## config.mk

```make
export PLATFORM = sky130hd
export DESIGN_NAME = hdlc_tx_framer
export DESIGN_NICKNAME = d
export VERILOG_FILES = /design/src/rtl/hdlc_tx_framer.sv
export SDC_FILE = /design/constraint.sdc
export NUM_CORES = 1
export LEC_CHECK = 0
export BUFFER_PORTS_ARGS = -buffer_cell sky130_fd_sc_hd__buf_2
export CORE_MARGIN = 5
export CORE_UTILIZATION = 60
export CTS_BUF_LIST = sky130_fd_sc_hd__clkbuf_4
export DETAILED_ROUTE_END_ITERATION = 8
export GPL_ROUTABILITY_DRIVEN = 0
export GPL_TIMING_DRIVEN = 1
export PLACE_DENSITY = 0.81
export REMOVE_ABC_BUFFERS = 1
export SLEW_MARGIN = 10
export SYNTH_ARGS = -nofsm -noshare
export SYNTH_HDL_FRONTEND = slang
export SYNTH_SLANG_ARGS = --single-unit
```

## constraint.sdc

```tcl
create_clock -name clk -period 4.2 [get_ports clk]
set_input_delay 1.26 -clock clk [delete_from_list [all_inputs] [get_ports clk]]
set_output_delay 1.26 -clock clk [all_outputs]
set_load 0.01 [all_outputs]
```

## src/rtl/hdlc_tx_framer.sv

```systemverilog
// HDLC transmit framer.
// Takes payload bytes through a one-entry holding buffer and serialises them
// LSB first between opening and closing flags (01111110). A zero is inserted
// after every five consecutive ones of payload. Frames can be aborted on
// request or because the buffer ran dry mid-frame. In both cases seven ones
// are sent.
//
// Handshake: in_valid/in_ready follow strict valid/ready rules. A byte (with
// in_last) transfers on a rising edge where in_valid && in_ready. in_ready
// depends only on registered state (buffer empty and not aborting), never on
// in_valid. A byte accepted on the same edge that the framer enters ABORT is
// dropped, because entering ABORT always clears the buffer.
module hdlc_tx_framer #(
    parameter int unsigned IDLE_ONES = 0
) (
    input  logic       clk,
    input  logic       reset,
    input  logic       in_valid,
    input  logic [7:0] in_data,
    input  logic       in_last,
    output logic       in_ready,
    input  logic       abort,
    output logic       out_bit,
    output logic       busy,
    output logic       frame_done,
    output logic       aborted,
    output logic       underrun,
    output logic [2:0] dbg_state_o
);

    localparam logic [2:0] S_IDLE  = 3'd0;
    localparam logic [2:0] S_OPEN  = 3'd1;
    localparam logic [2:0] S_DATA  = 3'd2;
    localparam logic [2:0] S_STUFF = 3'd3;
    localparam logic [2:0] S_CLOSE = 3'd4;
    localparam logic [2:0] S_ABORT = 3'd5;

    // The registered state always describes the bit on out_bit this cycle.
    logic [2:0] state_q,     state_d;
    logic [2:0] cnt_q,       cnt_d;        // bit index within flag/byte/abort run
    logic [2:0] ones_q,      ones_d;       // consecutive payload ones
    logic [7:0] sr_q,        sr_d;         // byte being serialised
    logic       last_q,      last_d;       // byte in sr_q ends the frame
    logic       end_pend_q,  end_pend_d;   // stuffed zero follows the byte's 8th bit
    logic       buf_full_q,  buf_full_d;
    logic [7:0] buf_data_q,  buf_data_d;
    logic       buf_last_q,  buf_last_d;
    logic       und_cause_q, und_cause_d;  // current abort was caused by underrun
    logic       out_bit_q,   out_bit_d;
    logic       done_q,      done_d;
    logic       aborted_q,   aborted_d;
    logic       underrun_q,  underrun_d;

    logic       accept;
    logic       cur_bit;
    logic [2:0] ones_inc;
    logic       byte_end;
    logic       load_buf;
    logic       enter_abort;
    logic       abort_cause;

    // Flag pattern 0,1,1,1,1,1,1,0 indexed by bit position.
    function automatic logic flag_bit(input logic [2:0] idx);
        return !(idx == 3'd0 || idx == 3'd7);
    endfunction

    assign in_ready    = !buf_full_q && (state_q != S_ABORT);
    assign accept      = in_valid && in_ready;
    assign cur_bit     = sr_q[cnt_q];
    assign ones_inc    = cur_bit ? 3'(ones_q + 3'd1) : 3'd0;

    assign out_bit     = out_bit_q;
    assign busy        = (state_q != S_IDLE);
    assign frame_done  = done_q;
    assign aborted     = aborted_q;
    assign underrun    = underrun_q;
    assign dbg_state_o = state_q;

    // Next-state, stuffing and holding-buffer control.
    always_comb begin
        state_d     = state_q;
        cnt_d       = cnt_q;
        ones_d      = ones_q;
        sr_d        = sr_q;
        last_d      = last_q;
        end_pend_d  = end_pend_q;
        buf_full_d  = buf_full_q;
        buf_data_d  = buf_data_q;
        buf_last_d  = buf_last_q;
        und_cause_d = und_cause_q;
        load_buf    = 1'b0;
        enter_abort = 1'b0;
        abort_cause = 1'b0;
        byte_end    = 1'b0;

        case (state_q)
            S_IDLE: begin
                if (IDLE_ONES != 0) begin
                    cnt_d = 3'd0;
                    if (buf_full_q) begin
                        state_d = S_OPEN;
                        ones_d  = 3'd0;
                    end
                end else if (cnt_q == 3'd7) begin
                    // A new frame may only begin at a flag boundary.
                    cnt_d = 3'd0;
                    if (buf_full_q) begin
                        state_d = S_OPEN;
                        ones_d  = 3'd0;
                    end
                end else begin
                    cnt_d = 3'(cnt_q + 3'd1);
                end
            end
            S_OPEN: begin
                ones_d = 3'd0;
                if (abort) begin
                    enter_abort = 1'b1;
                end else if (cnt_q == 3'd7) begin
                    load_buf = 1'b1;
                    state_d  = S_DATA;
                    cnt_d    = 3'd0;
                end else begin
                    cnt_d = 3'(cnt_q + 3'd1);
                end
            end
            S_DATA: begin
                if (abort) begin
                    enter_abort = 1'b1;
                    abort_cause = (cnt_q == 3'd7) && (ones_inc != 3'd5) &&
                                  !last_q && !buf_full_q;
                end else if (ones_inc == 3'd5) begin
                    state_d    = S_STUFF;
                    ones_d     = 3'd0;
                    cnt_d      = 3'(cnt_q + 3'd1);
                    end_pend_d = (cnt_q == 3'd7);
                end else begin
                    ones_d = ones_inc;
                    if (cnt_q == 3'd7) begin
                        byte_end = 1'b1;
                    end else begin
                        cnt_d = 3'(cnt_q + 3'd1);
                    end
                end
            end
            S_STUFF: begin
                ones_d     = 3'd0;
                end_pend_d = 1'b0;
                if (abort) begin
                    enter_abort = 1'b1;
                    abort_cause = end_pend_q && !last_q && !buf_full_q;
                end else if (end_pend_q) begin
                    byte_end = 1'b1;
                end else begin
                    state_d = S_DATA;
                end
            end
            S_CLOSE: begin
                if (cnt_q == 3'd7) begin
                    state_d = S_IDLE;
                    cnt_d   = 3'd0;
                end else begin
                    cnt_d = 3'(cnt_q + 3'd1);
                end
            end
            S_ABORT: begin
                if (cnt_q == 3'd6) begin
                    state_d = S_IDLE;
                    cnt_d   = 3'd0;
                end else begin
                    cnt_d = 3'(cnt_q + 3'd1);
                end
            end
            default: begin
                state_d = S_IDLE;
                cnt_d   = 3'd7;
            end
        endcase

        // End of a byte: close, chain the next byte with no gap, or underrun.
        if (byte_end) begin
            cnt_d = 3'd0;
            if (last_q) begin
                state_d = S_CLOSE;
            end else if (buf_full_q) begin
                load_buf = 1'b1;
                state_d  = S_DATA;
            end else begin
                enter_abort = 1'b1;
                abort_cause = 1'b1;
            end
        end

        if (enter_abort) begin
            state_d     = S_ABORT;
            cnt_d       = 3'd0;
            ones_d      = 3'd0;
            end_pend_d  = 1'b0;
            und_cause_d = abort_cause;
        end

        if (enter_abort) begin
            buf_full_d = 1'b0;
        end else if (load_buf) begin
            sr_d       = buf_data_q;
            last_d     = buf_last_q;
            buf_full_d = 1'b0;
        end else if (accept) begin
            buf_full_d = 1'b1;
            buf_data_d = in_data;
            buf_last_d = in_last;
        end
    end

    // Decode the line bit and status pulses for the cycle being entered.
    always_comb begin
        out_bit_d = 1'b1;
        case (state_d)
            S_IDLE:  out_bit_d = (IDLE_ONES != 0) ? 1'b1 : flag_bit(cnt_d);
            S_OPEN:  out_bit_d = flag_bit(cnt_d);
            S_CLOSE: out_bit_d = flag_bit(cnt_d);
            S_DATA:  out_bit_d = sr_d[cnt_d];
            S_STUFF: out_bit_d = 1'b0;
            default: out_bit_d = 1'b1;
        endcase
        done_d     = (state_d == S_CLOSE) && (cnt_d == 3'd7);
        aborted_d  = (state_d == S_ABORT) && (cnt_d == 3'd6);
        underrun_d = aborted_d && und_cause_d;
    end

    // State registers; reset looks like the end of an idle flag.
    always_ff @(posedge clk) begin
        if (reset) begin
            state_q     <= S_IDLE;
            cnt_q       <= 3'd7;
            ones_q      <= 3'd0;
            sr_q        <= 8'd0;
            last_q      <= 1'b0;
            end_pend_q  <= 1'b0;
            buf_full_q  <= 1'b0;
            buf_data_q  <= 8'd0;
            buf_last_q  <= 1'b0;
            und_cause_q <= 1'b0;
            out_bit_q   <= 1'b1;
            done_q      <= 1'b0;
            aborted_q   <= 1'b0;
            underrun_q  <= 1'b0;
        end else begin
            state_q     <= state_d;
            cnt_q       <= cnt_d;
            ones_q      <= ones_d;
            sr_q        <= sr_d;
            last_q      <= last_d;
            end_pend_q  <= end_pend_d;
            buf_full_q  <= buf_full_d;
            buf_data_q  <= buf_data_d;
            buf_last_q  <= buf_last_d;
            und_cause_q <= und_cause_d;
            out_bit_q   <= out_bit_d;
            done_q      <= done_d;
            aborted_q   <= aborted_d;
            underrun_q  <= underrun_d;
        end
    end

endmodule

```

==> results of run 1 <==
## layout make-up
type | count | area [sq um]
multi-input combinational | 213 | 1430
fill | 323 | 1240
sequential | 34 | 681
timing repair buffer | 22 | 113
tap | 48 | 60.1
clock buffer | 5 | 37.5
inverter | 9 | 33.8
clock inverter | 3 | 16.3
## synthesized netlist by cell type, types with 4 or more instances
cell / n
sky130_fd_sc_hd__a21oi_1: 28
sky130_fd_sc_hd__mux2i_1: 17
sky130_fd_sc_hd__ha_1: 6
sky130_fd_sc_hd__mux2_2: 5
sky130_fd_sc_hd__nor2b_1: 8
sky130_fd_sc_hd__inv_1: 9
sky130_fd_sc_hd__nor2_1: 28
sky130_fd_sc_hd__dfxtp_1: 34
sky130_fd_sc_hd__o21ai_0: 8
sky130_fd_sc_hd__nor3_1: 4
sky130_fd_sc_hd__and2_1: 5
sky130_fd_sc_hd__o211ai_1: 5
sky130_fd_sc_hd__clkbuf_1: 11
sky130_fd_sc_hd__a31oi_1: 4
sky130_fd_sc_hd__nand2_1: 31
sky130_fd_sc_hd__nand3_1: 9
## flip-flops by register name, summed over array words and instances, names as in the netlist
signal       count
sr_q             8
frame_done       1
last_q           1
dbg_state_o      3
underrun         1
aborted          1
buf_last_q       1
ones_q           3
cnt_q            3
buf_full_q       1
end_pend_q       1
buf_data_q       8
und_cause_q      1
out_bit          1
## worst paths after layout
check / from / to / slack, ps / cells past startpoint
worst min-delay path: buf_data_q[6] / sr_q[6] / 470 / 2
worst max register to register: cnt_q[0] / out_bit / 690 / 12
worst min register to register: buf_data_q[6] / sr_q[6] / 470 / 2
worst max-delay path: cnt_q[0] / out_bit / 690 / 12
## power groups by stage
stage / Combinational (uW) / Sequential, uW / Clock, uW
final: 723 / 451 / 173
after global routing: 787 / 460 / 195
after CTS: 710 / 447 / 178
after detailed placement: 697 / 455 / 0
after global placement: 689 / 455 / 0
after floorplan: 549 / 439 / 0
## stage by stage
stage	worst slack, ps	util (%)	cells	area, sq um	power [uW]
after floorplan	1060	-	256	2140	988
after global placement	735	64.2	326	2310	1140
after detailed placement	644	64.2	326	2310	1150
after CTS	728	65.6	334	2370	1340
after global routing	544	65.6	334	2370	1440
final	690	65.6	334	2370	1350
## cell families (layout without fill, tap and decap cells)
kind of cell / after synthesis / in the layout / share of synthesized area [%]
buffers and inverters: 25 / 39 / 4.70
adders and majority gates: 6 / 6 / 3.40
xor gates and xnor gates: 1 / 1 / 0.396
AOI/OAI and AO/OA: 74 / 74 / 23.5
and+or+nand+nor: 106 / 106 / 23.5
muxes: 26 / 26 / 13.6
DFF: 34 / 34 / 30.8
## metal layers
layer / vias to the layer above / wire (um) / GRT usage [%]
li1: 1022 / - / -
met1: 996 / 2340 / 27.8
met2: 90 / 2440 / 33.9
met3: 9 / 372 / 5.40
met4: 0 / 70 / 7.31
met5: - / 0 / 0
## critical path: cells and delay by family, from the launching register on
family | cells | cell delay (ps)
flip-flops | 1 | 500
adder cells (fa/ha/maj) | 3 | 810
buffers and inverters | 1 | 180
multiplexers | 1 | 110
AO/OA/AOI/OAI | 4 | 1050
AND/OR/NAND/NOR | 3 | 730
## cell usage in the layout, fill, tap and decap left out, types with 4 or more instances in the layout
cell type                  count
sky130_fd_sc_hd__a21oi_1      28
sky130_fd_sc_hd__a31oi_1       4
sky130_fd_sc_hd__and2_1        5
sky130_fd_sc_hd__buf_2        21
sky130_fd_sc_hd__clkbuf_4      5
sky130_fd_sc_hd__dfxtp_1      34
sky130_fd_sc_hd__ha_1          6
sky130_fd_sc_hd__inv_1         9
sky130_fd_sc_hd__mux2_2        5
sky130_fd_sc_hd__mux2i_1      17
sky130_fd_sc_hd__nand2_1      31
sky130_fd_sc_hd__nand3_1       9
sky130_fd_sc_hd__nor2_1       28
sky130_fd_sc_hd__nor2b_1       8
sky130_fd_sc_hd__nor3_1        4
sky130_fd_sc_hd__o211ai_1      5
sky130_fd_sc_hd__o21ai_0       8
==> run_summary.xml, run 1 <==
<?xml version="1.0" encoding="UTF-8"?>
<metrics>
  <group name="pwr">
    <metric name="leakagePower" unit="uW">0.000934</metric>
    <metric name="share_seq_of_total_power" unit="%">33.4</metric>
    <metric name="cellInternalPower" unit="uW">736</metric>
    <metric name="power.density_cell_area" unit="nW/um^2">569</metric>
    <metric name="share_clk_of_total_power" unit="%">12.9</metric>
    <metric name="vdd_ir_drop_max" unit="V">0.000418</metric>
    <metric name="sw_frac_of_total" unit="%">45.3</metric>
    <metric name="power.net_switching" unit="uW">611</metric>
    <metric name="share_of_power_burned_in_combinational_logic" unit="%">53.7</metric>
  </group>
  <group name="cts">
    <metric name="cts.reportedPaths.clkPinSlew" unit="ps">110</metric>
    <metric name="clockBufferDepth" unit="">2</metric>
    <metric name="buffers_inserted_during_post_cts_setup_optimization" unit="">0</metric>
    <metric name="cts_root_buf" unit="">sky130_fd_sc_hd__clkbuf_4</metric>
    <metric name="clock_tree_from_tritoncts" unit="">yes</metric>
    <metric name="total_number_of_clock_tree_sinks" unit="">34</metric>
    <metric name="cts_htree_levels" unit="">2</metric>
    <metric name="cts.hold.buffers_added" unit="">0</metric>
    <metric name="worst_skew_late_latency" unit="ps">340</metric>
    <metric name="cts_buffers" unit="">5</metric>
    <metric name="post_cts.resized_instances" unit="">0</metric>
  </group>
  <group name="sta">
    <metric name="rsz0062_at_grt" unit="">no</metric>
    <metric name="worst_slew_pin_slew" unit="ps">1010</metric>
    <metric name="finalHoldViolations" unit="">0</metric>
    <metric name="clock.fmax" unit="GHz">0.285</metric>
    <metric name="final-max-slew-violation-count" unit="">0</metric>
    <metric name="final.min_clock_period" unit="ps">3510</metric>
    <metric name="fin_setup_tns" unit="ps">0</metric>
    <metric name="worst_slew_margin_rel" unit="%">31.7</metric>
    <metric name="hold_slack" unit="ps">466</metric>
    <metric name="clock_skew" unit="ps">8.58</metric>
    <metric name="number_of_setup_violations_in_the_final_report" unit="">0</metric>
    <metric name="layout_worst_path_cycle_share" unit="%">83.6</metric>
  </group>
  <group name="grt">
    <metric name="grt_use_total" unit="%">21.2</metric>
    <metric name="grt_start_max_net_pins" unit="">24</metric>
    <metric name="grt_first_pass_wirelength" unit="mm">8.58</metric>
    <metric name="grt_pass1_vias" unit="">1849</metric>
    <metric name="grt_overflow" unit="">0</metric>
    <metric name="antenna_violations_before_repair" unit="">0</metric>
  </group>
  <group name="route">
    <metric name="antenna_violating_nets_post_route" unit="">0</metric>
    <metric name="detail_route.wirelength" unit="mm">5.23</metric>
    <metric name="routed-via-count" unit="">2117</metric>
    <metric name="drc_marker_count_from_the_first_detailed_route_iteration" unit="">395</metric>
    <metric name="avgViaCountPerCell" unit="">6.34</metric>
    <metric name="routedWlPerCell" unit="um">15.7</metric>
    <metric name="drt_first_pass_iters" unit="">5</metric>
    <metric name="drc_errors" unit="">0</metric>
  </group>
  <group name="place">
    <metric name="dp.final_hpwl" unit="mm">3.75</metric>
    <metric name="buffer_ports.inserted" unit="">21</metric>
  </group>
  <group name="critical_path">
    <metric name="timing.critical_path.arrival" unit="ps">3740</metric>
    <metric name="critPathLaunchType" unit="">flop</metric>
    <metric name="max_stage_delay" unit="ps">500</metric>
    <metric name="critPathMostFrequentCell" unit="">sky130_fd_sc_hd__ha_1</metric>
    <metric name="crit_slowest_cell" unit="">sky130_fd_sc_hd__dfxtp_1</metric>
    <metric name="critPathCaptureType" unit="">flop</metric>
    <metric name="criticalPathCategory" unit="">flop to flop</metric>
    <metric name="timing.critical_path.cells" unit="">ha_1 -&gt; ha_1 -&gt; inv_1 -&gt; ha_1 -&gt; or3b_2 -&gt; a21o_1 -&gt; nand4_1 -&gt; a31o_2 -&gt; nor2b_1 -&gt; mux2i_1 -&gt; a221o_1 -&gt; a311o_1</metric>
    <metric name="worst-endpoint-required" unit="ps">4430</metric>
    <metric name="worst-path-max-fanout" unit="">13</metric>
  </group>
  <group name="logic_synthesis">
    <metric name="register_bit_total_from_synthesis" unit="">34</metric>
    <metric name="synth_edf_count" unit="">0</metric>
    <metric name="post-synth-top-area-fraction" unit="%">30.8</metric>
    <metric name="synth_area_per_cell" unit="sq um">8.13</metric>
    <metric name="synth.lib_cells_used.distinct" unit="">52</metric>
    <metric name="synth_top_cells_by_area" unit="">sky130_fd_sc_hd__dfxtp_1, sky130_fd_sc_hd__mux2i_1, sky130_fd_sc_hd__a21oi_1</metric>
    <metric name="synth_sequential_area_ratio" unit="%">30.8</metric>
    <metric name="async_flop_share" unit="%">0</metric>
    <metric name="post_synth_inst_count" unit="">272</metric>
    <metric name="ys.flop_type" unit="">sky130_fd_sc_hd__dfxtp_1</metric>
    <metric name="syn-cell-area" unit="sq um">2210</metric>
    <metric name="synthDominantAreaCellType" unit="">sky130_fd_sc_hd__dfxtp_1</metric>
    <metric name="yosys_warnings" unit="">0</metric>
  </group>
  <group name="floorplan">
    <metric name="die_h" unit="um">70.7</metric>
    <metric name="initial_standard_cell_utilization_of_the_core" unit="%">61.3</metric>
    <metric name="floorplan.die.width" unit="um">70.7</metric>
    <metric name="ios" unit="">22</metric>
    <metric name="fp.coreArea" unit="sq um">3610</metric>
    <metric name="die_area" unit="sq um">5000</metric>
    <metric name="placementRows" unit="">22</metric>
  </group>
  <group name="final_layout">
    <metric name="share_of_layout_cells_above_drive_strength_1" unit="%">16.8</metric>
    <metric name="final_net_count" unit="">304</metric>
    <metric name="synthToLayoutAreaGrowth" unit="%">7.07</metric>
    <metric name="diodes" unit="">0</metric>
  </group>
  <group name="status">
    <metric name="outcome" unit="">completed</metric>
  </group>
  <group name="run">
    <metric name="number_of_maximum_capacitance_constraint_violations" unit="">0</metric>
  </group>
  <group name="hold_path">
    <metric name="min_path_type" unit="">flop to flop</metric>
  </group>
</metrics>
Power figures use the tool's default switching activity.
==> inputs of run 2 (changes only) <==
clock period = 3.3 ns   (was 4.2 ns; I/O delays follow)
==> run_summary.xml, run 2 (synthesis results as in run 1) <==
<?xml version="1.0" encoding="UTF-8"?>
<metrics>
  <group name="floorplan">
    <metric name="ios" unit="">22</metric>
    <metric name="fp.coreArea" unit="sq um">3610</metric>
    <metric name="placementRows" unit="">22</metric>
    <metric name="floorplan.die.width" unit="um">70.7</metric>
    <metric name="die_h" unit="um">70.7</metric>
    <metric name="die_area" unit="sq um">5000</metric>
    <metric name="initial_standard_cell_utilization_of_the_core" unit="%">61.3</metric>
  </group>
  <group name="route">
    <metric name="detail_route.wirelength" unit="mm">5.42</metric>
    <metric name="antenna_violating_nets_post_route" unit="">0</metric>
    <metric name="drt_first_pass_iters" unit="">5</metric>
    <metric name="routedWlPerCell" unit="um">15.7</metric>
    <metric name="routed-via-count" unit="">2142</metric>
    <metric name="drc_marker_count_from_the_first_detailed_route_iteration" unit="">186</metric>
    <metric name="drc_errors" unit="">0</metric>
    <metric name="avgViaCountPerCell" unit="">6.21</metric>
  </group>
  <group name="sta">
    <metric name="clock.fmax" unit="GHz">0.318</metric>
    <metric name="fin_setup_tns" unit="ps">0</metric>
    <metric name="worst_slew_pin_slew" unit="ps">967</metric>
    <metric name="finalHoldViolations" unit="">0</metric>
    <metric name="final-max-slew-violation-count" unit="">0</metric>
    <metric name="final.min_clock_period" unit="ps">3150</metric>
    <metric name="layout_worst_path_cycle_share" unit="%">95.3</metric>
    <metric name="final.setup.worst_slack" unit="ps">154</metric>
    <metric name="worst_slew_margin_rel" unit="%">34.7</metric>
    <metric name="clock_skew" unit="ps">13.2</metric>
    <metric name="number_of_setup_violations_in_the_final_report" unit="">0</metric>
    <metric name="hold_slack" unit="ps">465</metric>
    <metric name="rsz0062_at_grt" unit="">no</metric>
  </group>
  <group name="hold_path">
    <metric name="min_path_type" unit="">flop to flop</metric>
    <metric name="hold_path_depth" unit="">2</metric>
    <metric name="timing.hold.worst.start" unit="">buf_data_q[6]</metric>
  </group>
  <group name="critical_path">
    <metric name="timing.critical_path.arrival" unit="ps">3380</metric>
    <metric name="cp_num_cells" unit="">12</metric>
    <metric name="critPathMostFrequentCell" unit="">sky130_fd_sc_hd__ha_1</metric>
    <metric name="timing.reg2reg.worst_path_depth" unit="">12</metric>
    <metric name="worst-path-max-fanout" unit="">11</metric>
    <metric name="worst-endpoint-required" unit="ps">3540</metric>
    <metric name="critPathCaptureType" unit="">flop</metric>
    <metric name="crit_start" unit="">cnt_q[0]</metric>
    <metric name="crit_slowest_cell" unit="">sky130_fd_sc_hd__dfxtp_1</metric>
    <metric name="endpoint" unit="">out_bit</metric>
    <metric name="critPathLaunchType" unit="">flop</metric>
    <metric name="timing.reg2reg.setup_slack" unit="ps">150</metric>
    <metric name="criticalPathCategory" unit="">flop to flop</metric>
    <metric name="critPathBufInv" unit="">1</metric>
    <metric name="max_stage_delay" unit="ps">450</metric>
    <metric name="family_of_cells_with_the_greatest_summed_delay_on_the_critical_path" unit="">compound AO/OA/AOI/OAI gates</metric>
    <metric name="timing.critical_path.cells" unit="">ha_1 -&gt; ha_1 -&gt; inv_1 -&gt; ha_1 -&gt; or3b_2 -&gt; a21o_1 -&gt; nand4_1 -&gt; a31o_2 -&gt; mux2i_1 -&gt; mux2i_1 -&gt; mux2_2 -&gt; a311o_1</metric>
    <metric name="worst_r2r_startpoint" unit="">cnt_q[0]</metric>
    <metric name="reg2reg_to" unit="">out_bit</metric>
  </group>
  <group name="cts">
    <metric name="clockBufferDepth" unit="">2</metric>
    <metric name="post_cts.resized_instances" unit="">0</metric>
    <metric name="cts.reportedPaths.clkPinSlew" unit="ps">110</metric>
    <metric name="buffers_inserted_during_post_cts_setup_optimization" unit="">0</metric>
    <metric name="cts_buffers" unit="">5</metric>
    <metric name="clock_tree_from_tritoncts" unit="">yes</metric>
    <metric name="cts.hold.buffers_added" unit="">0</metric>
    <metric name="total_number_of_clock_tree_sinks" unit="">34</metric>
    <metric name="cts_htree_levels" unit="">2</metric>
    <metric name="cts_root_buf" unit="">sky130_fd_sc_hd__clkbuf_4</metric>
    <metric name="worst_skew_late_latency" unit="ps">340</metric>
  </group>
  <group name="pwr">
    <metric name="power.density_cell_area" unit="nW/um^2">717</metric>
    <metric name="vdd_ir_drop_max" unit="V">0.000418</metric>
    <metric name="leakagePower" unit="uW">0.000990</metric>
    <metric name="total_power" unit="uW">1760</metric>
  </group>
  <group name="grt">
    <metric name="grt_first_pass_wirelength" unit="mm">8.81</metric>
    <metric name="grt_pass1_vias" unit="">1931</metric>
    <metric name="grt_start_max_net_pins" unit="">23</metric>
    <metric name="grt_use_total" unit="%">21.7</metric>
    <metric name="grt_overflow" unit="">0</metric>
    <metric name="antenna_violations_before_repair" unit="">0</metric>
  </group>
  <group name="final_layout">
    <metric name="most_common_library_cell_in_the_layout_ignoring_fill_and_taps" unit="">sky130_fd_sc_hd__dfxtp_1</metric>
    <metric name="synthToLayoutAreaGrowth" unit="%">10.8</metric>
    <metric name="share_of_layout_cells_above_drive_strength_1" unit="%">19.9</metric>
    <metric name="diodes" unit="">0</metric>
    <metric name="layout.cells.most_common_list" unit="">sky130_fd_sc_hd__dfxtp_1, sky130_fd_sc_hd__nand2_1, sky130_fd_sc_hd__a21oi_1, sky130_fd_sc_hd__nor2_1, sky130_fd_sc_hd__buf_2</metric>
    <metric name="final_net_count" unit="">315</metric>
    <metric name="biggestRegsByFlops" unit="">buf_data_q x8, sr_q x8</metric>
  </group>
  <group name="status">
    <metric name="outcome" unit="">completed</metric>
  </group>
  <group name="place">
    <metric name="pre_cts_ws" unit="ps">98.1</metric>
    <metric name="buffer_ports.inserted" unit="">21</metric>
    <metric name="dp.final_hpwl" unit="mm">4.10</metric>
  </group>
  <group name="run">
    <metric name="number_of_maximum_capacitance_constraint_violations" unit="">0</metric>
  </group>
</metrics>
run 2: cell types whose count changed in the layout (fill, tap and decap cells not counted):
cell and delta:
sky130_fd_sc_hd__buf_4 +11, sky130_fd_sc_hd__clkbuf_4 +1, sky130_fd_sc_hd__clkinvlp_4 -1
run 2: worst min-delay path by stage:
| stage | end | slack, ps |
|---|---|---|
| 3_3_place_gp | sr_q[6] | 440 |
| 2_1_floorplan | last_q | 430 |
| 6_report | sr_q[6] | 470 |
| 3_5_place_dp | sr_q[7] | 450 |
| 5_1_grt | sr_q[7] | 480 |
| 4_1_cts | sr_q[7] | 470 |
run 2: worst min-delay path, stage by stage, from the launching register on:
cell and delay [ps]:
sky130_fd_sc_hd__dfxtp_1 320, sky130_fd_sc_hd__nand2_1 50, sky130_fd_sc_hd__a21oi_1 50
run 2: metrics by stage:
| step | cell area (sq um) | instances | util (%) |
|---|---|---|---|
| after floorplan | 2140 | 256 | - |
| after global placement | 2400 | 337 | 66.4 |
| after detailed placement | 2400 | 337 | 66.4 |
| after CTS | 2450 | 345 | 67.9 |
| after global routing | 2450 | 345 | 67.9 |
| final | 2450 | 345 | 67.9 |
run 2: routing by layer:
metal  part of all wire (%)  track usage, %  vias up
met5                      0               0        -
met3                    7.4            5.11       11
met2                     47            35.4       90
met4                    1.7            7.10        0
li1                       -               -     1038
met1                     44            28.2     1003
run 2: cell type report:
type / instances / area (sq um)
inverters: 9 / 33.8
repair buffers: 33 / 195
clock inverters: 2 / 8.76
well taps: 48 / 60.1
flip-flops and latches: 34 / 681
clock buffers: 6 / 45.0
fillers: 318 / 1160
multi-input cells: 213 / 1430
run 2: power by group:
| part | internal, uW | total (uW) | switching, uW |
|---|---|---|---|
| combinational | 434 | 975 | 541 |
| clock | 88.2 | 219 | 131 |
| sequential | 464 | 561 | 97.2 |
